--- src/rtl/instr_mem_loader_if.sv ---
// Byte-stream and instruction-memory write bus of the boot-time program loader.
//
// Stream handshake: a byte transfers on a rising clock edge where both
// byte_valid and byte_ready are high. byte_ready is a registered output of
// the loader and does not depend on byte_valid in the same cycle. The source
// may hold or drop byte_valid freely. byte_in is only looked at when a
// transfer happens.
//
// Memory side: mem_write is a one-cycle strobe per byte. mem_addr/mem_data
// are meaningful while mem_write is high. mem_addr keeps its last value otherwise.
interface instr_mem_loader_if #(
  parameter int ADDR_W = 7
);
  logic [7:0]        byte_in;
  logic              byte_valid;
  logic              byte_ready;
  logic [ADDR_W-1:0] mem_addr;
  logic [7:0]        mem_data;
  logic              mem_write;

  // Byte source / memory observer side
  modport master (
    output byte_in,
    output byte_valid,
    input  byte_ready,
    input  mem_addr,
    input  mem_data,
    input  mem_write
  );

  // Loader side
  modport slave (
    input  byte_in,
    input  byte_valid,
    output byte_ready,
    output mem_addr,
    output mem_data,
    output mem_write
  );
endinterface

--- src/rtl/instr_mem_loader.sv ---
// Boot-time program loader for the CPU's 16-bit big-endian, byte-addressed
// instruction memory.
//
// Stream format: length high byte, length low byte, then L payload bytes.
// Payload byte k is written to BASE_ADDR+k one cycle after it is accepted.
// busy holds the CPU while a load is in progress.
// done and error are sticky until the next start.
//
// Optional feature, macro LOADER_CHECKSUM_EN: one extra byte follows the payload.
// It must equal the XOR of all payload bytes, otherwise the load ends in error.
// The checksum byte is never written to memory.
//
// fsm_state is a debug view of the controller state.
// Encoding: 0 IDLE, 1 LEN_HI, 2 LEN_LO, 3 LOAD, 4 CSUM, 5 DONE, 6 ERROR.
module instr_mem_loader #(
  parameter int BASE_ADDR = 10,
  parameter int MEM_BYTES = 128,
  parameter int ADDR_W    = 7
) (
  input  logic                clk,
  input  logic                rst,
  input  logic                start,
  instr_mem_loader_if.slave   bus,
  output logic                busy,
  output logic                done,
  output logic                error,
  output logic [15:0]         byte_count,
  output logic [2:0]          fsm_state
);

  typedef enum logic [2:0] {
    S_IDLE   = 3'd0,
    S_LEN_HI = 3'd1,
    S_LEN_LO = 3'd2,
    S_LOAD   = 3'd3,
    S_CSUM   = 3'd4,
    S_DONE   = 3'd5,
    S_ERROR  = 3'd6
  } state_t;

  // Largest image that fits between the reset PC and the end of memory.
  localparam logic [15:0]       LOAD_MAX  = 16'(MEM_BYTES - BASE_ADDR);
  localparam logic [ADDR_W-1:0] BASE_A    = ADDR_W'(BASE_ADDR);

  state_t      state;
  logic [7:0]  len_hi;
  logic [15:0] len;
  logic [15:0] len_new;
  logic        xfer;
  logic        last_payload;
`ifdef LOADER_CHECKSUM_EN
  logic [7:0]  csum;
`endif

  assign fsm_state = state;

  // Handshake decode and the length formed by the byte currently on the bus.
  always_comb begin
    xfer         = bus.byte_valid & bus.byte_ready;
    len_new      = {len_hi, bus.byte_in};
    last_payload = (byte_count == len - 16'd1);
  end

  // Loader controller with all outputs registered.
  always_ff @(posedge clk) begin
    if (rst) begin
      state          <= S_IDLE;
      len_hi         <= 8'h00;
      len            <= 16'h0000;
      bus.byte_ready <= 1'b0;
      bus.mem_write  <= 1'b0;
      bus.mem_addr   <= BASE_A;
      bus.mem_data   <= 8'h00;
      busy           <= 1'b0;
      done           <= 1'b0;
      error          <= 1'b0;
      byte_count     <= 16'h0000;
`ifdef LOADER_CHECKSUM_EN
      csum           <= 8'h00;
`endif
    end else begin
      // The write strobe lasts exactly one cycle per accepted payload byte.
      bus.mem_write <= 1'b0;

      case (state)
        S_IDLE, S_DONE, S_ERROR: begin
          if (start) begin
            state          <= S_LEN_HI;
            bus.byte_ready <= 1'b1;
            busy           <= 1'b1;
            done           <= 1'b0;
            error          <= 1'b0;
            byte_count     <= 16'h0000;
`ifdef LOADER_CHECKSUM_EN
            csum           <= 8'h00;
`endif
          end
        end

        S_LEN_HI: begin
          if (xfer) begin
            len_hi <= bus.byte_in;
            state  <= S_LEN_LO;
          end
        end

        S_LEN_LO: begin
          if (xfer) begin
            len <= len_new;
            if (len_new[0] || (len_new > LOAD_MAX)) begin
              // Odd images cannot hold whole instructions; oversized ones
              // would run past the end of memory.
              state          <= S_ERROR;
              bus.byte_ready <= 1'b0;
              busy           <= 1'b0;
              error          <= 1'b1;
            end else if (len_new == 16'h0000) begin
`ifdef LOADER_CHECKSUM_EN
              state          <= S_CSUM;
`else
              state          <= S_DONE;
              bus.byte_ready <= 1'b0;
              busy           <= 1'b0;
              done           <= 1'b1;
`endif
            end else begin
              state <= S_LOAD;
            end
          end
        end

        S_LOAD: begin
          if (xfer) begin
            // byte_count doubles as the payload index k of this byte.
            bus.mem_write <= 1'b1;
            bus.mem_addr  <= BASE_A + byte_count[ADDR_W-1:0];
            bus.mem_data  <= bus.byte_in;
            byte_count    <= byte_count + 16'd1;
`ifdef LOADER_CHECKSUM_EN
            csum          <= csum ^ bus.byte_in;
`endif
            if (last_payload) begin
`ifdef LOADER_CHECKSUM_EN
              state          <= S_CSUM;
`else
              // The final write lands in the first DONE cycle.
              state          <= S_DONE;
              bus.byte_ready <= 1'b0;
              busy           <= 1'b0;
              done           <= 1'b1;
`endif
            end
          end
        end

`ifdef LOADER_CHECKSUM_EN
        S_CSUM: begin
          if (xfer) begin
            bus.byte_ready <= 1'b0;
            busy           <= 1'b0;
            if (bus.byte_in == csum) begin
              state <= S_DONE;
              done  <= 1'b1;
            end else begin
              state <= S_ERROR;
              error <= 1'b1;
            end
          end
        end
`endif

        default: begin
          state          <= S_IDLE;
          bus.byte_ready <= 1'b0;
          busy           <= 1'b0;
        end
      endcase
    end
  end

endmodule

--- src/flat_wrapper.sv ---
// flat-port wrapper written by rule: the top's interface ports become plain ports
module instr_mem_loader_flat 
#(
  parameter int BASE_ADDR = 10,
  parameter int MEM_BYTES = 128,
  parameter int ADDR_W    = 7
)
  (clk, rst, start, busy, done, error, byte_count, fsm_state, bus_byte_in, bus_byte_valid, bus_byte_ready, bus_mem_addr, bus_mem_data, bus_mem_write);
  instr_mem_loader_if #(.ADDR_W(ADDR_W)) bus_i ();
  input  logic clk;
  input  logic rst;
  input  logic start;
  output logic busy;
  output logic done;
  output logic error;
  output logic [15:0] byte_count;
  output logic [2:0] fsm_state;
  input wire logic [$bits(bus_i.byte_in)-1:0] bus_byte_in;
  input wire logic [$bits(bus_i.byte_valid)-1:0] bus_byte_valid;
  output wire logic [$bits(bus_i.byte_ready)-1:0] bus_byte_ready;
  output wire logic [$bits(bus_i.mem_addr)-1:0] bus_mem_addr;
  output wire logic [$bits(bus_i.mem_data)-1:0] bus_mem_data;
  output wire logic [$bits(bus_i.mem_write)-1:0] bus_mem_write;
  assign bus_i.byte_in = bus_byte_in;
  assign bus_i.byte_valid = bus_byte_valid;
  assign bus_byte_ready = bus_i.byte_ready;
  assign bus_mem_addr = bus_i.mem_addr;
  assign bus_mem_data = bus_i.mem_data;
  assign bus_mem_write = bus_i.mem_write;
  instr_mem_loader #(.BASE_ADDR(BASE_ADDR), .MEM_BYTES(MEM_BYTES), .ADDR_W(ADDR_W)) u_core (.clk(clk), .rst(rst), .start(start), .bus(bus_i), .busy(busy), .done(done), .error(error), .byte_count(byte_count), .fsm_state(fsm_state));
endmodule
--- config.mk ---
export PLATFORM = sky130hd
export DESIGN_NAME = instr_mem_loader_flat
export DESIGN_NICKNAME = d
export VERILOG_FILES = /design/src/rtl/instr_mem_loader_if.sv /design/src/rtl/instr_mem_loader.sv /design/src/flat_wrapper.sv
export SDC_FILE = /design/constraint.sdc
export NUM_CORES = 1
export LEC_CHECK = 0
export CAP_MARGIN = 20
export CORE_ASPECT_RATIO = 1.1
export CORE_UTILIZATION = 25
export CTS_CLUSTER_DIAMETER = 50
export DETAILED_ROUTE_END_ITERATION = 8
export SLEW_MARGIN = 25
export SYNTH_ARGS = -nofsm -noshare
export SYNTH_HDL_FRONTEND = slang
export SYNTH_SLANG_ARGS = --single-unit
--- constraint.sdc ---
create_clock -name clk -period 3.65 [get_ports clk]
set_input_delay 0.73 -clock clk [delete_from_list [all_inputs] [get_ports clk]]
set_output_delay 0.73 -clock clk [all_outputs]
set_load 0.02 [all_outputs]
Yosys cells after proc, flatten, opt, wreduce, memory -nomap -nowiden --
Cells that the tools add are included.
Storage, ports and cells: output and inout port bits 39, bits in read-only memories 0, register bits 62, memory bits (writable) 0, memories kept 0, bits in latches 0, logic and storage cells 77
Operators by class: $lt $le $gt $ge 1, multiplexer cells 29, reduce and logical (&&, ||, !) cells 16, equality and inequality tests 15, shifts and indexed selects 0, multiply operators 0, divide/modulo/power cells 0, add/sub/neg operators 3, bitwise gates (word level) 3
Operator list (count):
- $mux W16 | 2
- $pmux W16 S2 | 1
- $mux W3 | 7
- $add A16 B1 Y16 const B | 1
- $eq A16 B16 Y1 | 1
- $gt A16 B7 Y1 const B | 1
- $logic_not A16 Y1 | 1
- $sub A16 B1 Y16 const B | 1
- $mux W1 | 15
- $ne A2 B1 Y1 const B | 6
- $pmux W3 S4 | 1
- $add A4 B7 Y7 const A | 1
- $reduce_and A7 Y1 | 1
- $eq A3 B2 Y1 const B | 2
- $eq A3 B3 Y1 const B | 2
- $reduce_and A2 Y1 | 3
- $reduce_and A6 Y1 | 1
- $reduce_and A5 Y1 | 1
- $ne A2 B2 Y1 const B | 2
- $pmux W1 S4 | 1
- $reduce_and A4 Y1 | 1
- $reduce_bool A2 Y1 | 2
- $eq A3 B1 Y1 const B | 1
- $logic_not A3 Y1 | 1
- 10 further kinds | 11

Depth between registers and ports, before layout --
depth in word-level cells 5, gate-level depth with buffers 11, gate-level depth less buffers 10

Worst setup path after synthesis --
OpenSTA, ideal clock, no wires.
kind flip-flop to flip-flop, start register u_core.len[0], end register u_core.bus.byte_ready, data required time 3531 ps, arrival time 2446 ps, setup time 119 ps, buffers on the path 1, cell stages (with the launch flop) 12, slack 1085 ps, cell sequence dfxtp_1 inv_1 ha_1 clkbuf_8 or3b_4 nor4_4 mux2i_1 mux2i_1 o21a_1 o31ai_4 nand4_1 nor3b_2
On the way: longest elaborated chain between the ends 4
RTL lines:
- start: declaration | line instr_mem_loader.sv:47 | logic [15:0] len;
- start signal: assignment | line instr_mem_loader.sv:109 | len <= len_new;
- $sub A16 B1 Y16 | line instr_mem_loader.sv:61 | last_payload = (byte_count == len - 16'd1);
- $eq A16 B16 Y1 | line instr_mem_loader.sv:61
- $ne A2 B1 Y1 (no line)
- $reduce_and A6 Y1 (no line)
- end signal: assignment | line instr_mem_loader.sv:70 | bus.byte_ready <= 1'b0;
- end signal: assignment | line instr_mem_loader.sv:89 | bus.byte_ready <= 1'b1;
- end signal: assignment | line instr_mem_loader.sv:114 | bus.byte_ready <= 1'b0;
- end: declaration | line instr_mem_loader_if.sv:35 | output byte_ready,
Every way passes these cells. A chain may end at the register's enable or synchronous reset.

Worst setup path in the final report --
Same ends and word-level chain as after synthesis.

==> metrics.txt <==
Synth warnings 0; crit path max-delay cell type or3b_4; final std cells w/o fill 594; P&R area growth vs syn 24.2%; H-Tree Depth 3; die area 13,900 um^2; Resized cells post-CTS 0; diode count 0; Setup WS post-layout 0.693 ns; die height 124 um; worst vdd ir 0.000218 V; most frequent cells in the layout 62 x nor2_1, 62 x dfxtp_1, 50 x clkdlybuf4s50_1; Core Util, Final 0.318; maxcap violations 0; Worst Path Arrival 3.15 ns; clock transition at the registers of the reported paths 0.05 ns; CTS tree done; I/O pin cnt 51; vias 2,897; Final HPWL DP 6250 um; worst hold stages 2; Slew @ Worst Pin 0.838 ns; Setup Slack @ Placement 0.565 ns; Crit Path Category reg -> reg; Syn Inst Count 396; Rel. slew slack 0.438; skew final 0.00439 ns; syn nets 411; ys flop type dfxtp_1; status complete, no violations; Crit Path Max Fanout 9; total power 2060 uW; Tmin final 2.96 ns; final setup violation count 0; core footprint 13,200 um^2; final period utilization 0.810; Final Slew Violations 0; # hold bufs at CTS 0; sum of negative setup slack 0 ns; Total Wirelength 8430 um; clk_lat worst skew 0.32 ns; sequential fraction of the synthesis area 0.369; vias in the first global route 2,843; r2r worst-path depth 10; Clock Sinks 62; Top cell by count, worst path mux2i_1; total track usage 0.128; number of DRC markers in iteration 0 172; Inst Count DP 580; number of synthesized flops with an enable pin 0; cell area after synthesis 3360 um^2; CTS Buffer Depth 2; GRT overflow 0; Yosys reg bits 62; Setup Fix Bufs, Post-CTS 0; Setup crit start kind register; DIE WIDTH 113 um; Req. time, crit path 3.84 ns; Vias/cell 4.88; global-route wire length before repair 14,000 um; Initial Utilization 0.256; RSZ-0062 raised after global routing no; asr flop ratio synth 0; Nets 445; slowest stage delay, CP 0.46 ns; DRT Pass-1 Iters 4; FMAX 0.338 GHz; syn_area_per_cell 8.50 um^2; CP Cell Sequence inv_1 > ha_1 > or3b_4 > nor4_4 > mux2i_1 > mux2i_1 > o21a_1 > o31ai_4 > nand4_1 > nor3b_2; critical path endpoint category register; leakage 0.00145 uW; number of fill cells in the layout 1,374; Avg WL per Cell 14.2 um; Min-Delay Path Class reg -> reg; # DRC 0; share of layout cells above drive strength 1 0.0808; Post-DRT Antenna Nets 0; initial antenna violation count 0; final-report hold violation count 0; TritonCTS Buffers 9; Unique masters post-synth 60; largest net degree at the start of global routing 47; Power Dens Cells 493 nW/um^2; IO Port Bufs 50; Root Driver clkbuf_16; Rows 44; GP Congestion 0.817
## state kept, by name, indices dropped and copies added (netlist names)
register,cells
u_core.byte_count,16
u_core.len,16
u_core.bus.mem_data,8
u_core.len_hi,8
u_core.bus.mem_addr,7
u_core.fsm_state,3
u_core.bus.byte_ready,1
u_core.bus.mem_write,1
u_core.done,1
u_core.error,1
## routing by layer
| metal | global-route usage | vias to the layer above | wire [um] |
|---|---|---|---|
| li1 | - | 1447 | - |
| met1 | 0.157 | 1378 | 3980 |
| met2 | 0.219 | 65 | 3990 |
| met3 | 0.0326 | 7 | 369 |
| met4 | 0.0408 | 0 | 92 |
| met5 | 0 | - | 0 |
## cell usage after synthesis, types with 2 or more instances
library cell	n	area [um^2]
xnor2_1	14	123
a22oi_1	2	15.0
nand2_1	41	154
nand3_1	7	35.0
clkbuf_1	17	63.8
nor4_2	2	25.0
nor3_1	10	50.1
o31ai_1	2	15.0
and2_1	2	12.5
nor2_1	62	233
o21bai_1	2	15.0
dfxtp_1	62	1240
a31oi_1	6	37.5
buf_6	3	33.8
or3_1	2	12.5
or2_2	2	12.5
nand4_1	10	62.6
buf_4	2	15.0
a211oi_1	4	30.0
nor4b_1	4	35.0
nor4_1	5	31.3
a221oi_1	2	17.5
inv_1	5	18.8
or4_1	5	37.5
o21ai_0	9	45.0
mux2i_1	23	230
nand2b_1	5	31.3
clkbuf_8	6	82.6
o211ai_1	3	22.5
ha_1	3	37.5
a21oi_1	24	120
xor2_1	22	193
## power by group
part	switching, uW	total (uW)	internal (uW)	leakage [uW]
clock network	274	831	557	0.000142
registers	62.2	772	710	0.000501
logic	248	458	210	0.000810
## layout make-up
cell class	instances	area, um^2	area share
multi-input cells	300	1910	0.457
flip-flops and latches	62	1240	0.297
repair buffers	52	515	0.123
clock buffers	13	260	0.0623
well taps	161	201	0.0482
clock inverters	1	30.0	0.00719
inverters	5	18.8	0.00449
## cells by family (layout without fill, tap and decap cells)
logic type / after synthesis / count (layout) / share of synthesized area
fa+ha+maj: 3 / 3 / 0.0112
simple gates: 172 / 172 / 0.260
buf+inv: 34 / 71 / 0.0647
flops: 62 / 62 / 0.369
xor+xnor: 36 / 36 / 0.0937
mux: 24 / 24 / 0.0718
compound gates: 65 / 65 / 0.129
## worst max-delay path, delay by kind of cell (launching register included)
kind | cells | cell delay (ns)
AOI/OAI and AO/OA | 2 | 0.59
adders and majority gates | 1 | 0.35
buffers and inverters | 1 | 0.11
DFF | 1 | 0.36
muxes | 2 | 0.31
and+or+nand+nor | 4 | 1.11
## through the flow
stage / hold slack [ns] / cell area [um^2]
final: 0.449 / 4180
after global routing: 0.473 / 4180
after CTS: 0.453 / 4180
after detailed placement: 0.446 / 3890
after global placement: 0.444 / 3890
after floorplan: 0.474 / 3360
## final timing paths
kind	from	end	slack, ns
min	u_core.bus.mem_addr[4]	u_core.bus.mem_addr[4]	0.45
max reg2reg	u_core.len[0]	u_core.bus.byte_ready	0.69
max	u_core.len[0]	u_core.bus.byte_ready	0.69
min reg2reg	u_core.bus.mem_addr[4]	u_core.bus.mem_addr[4]	0.45
(Power assumes the default switching activity.)
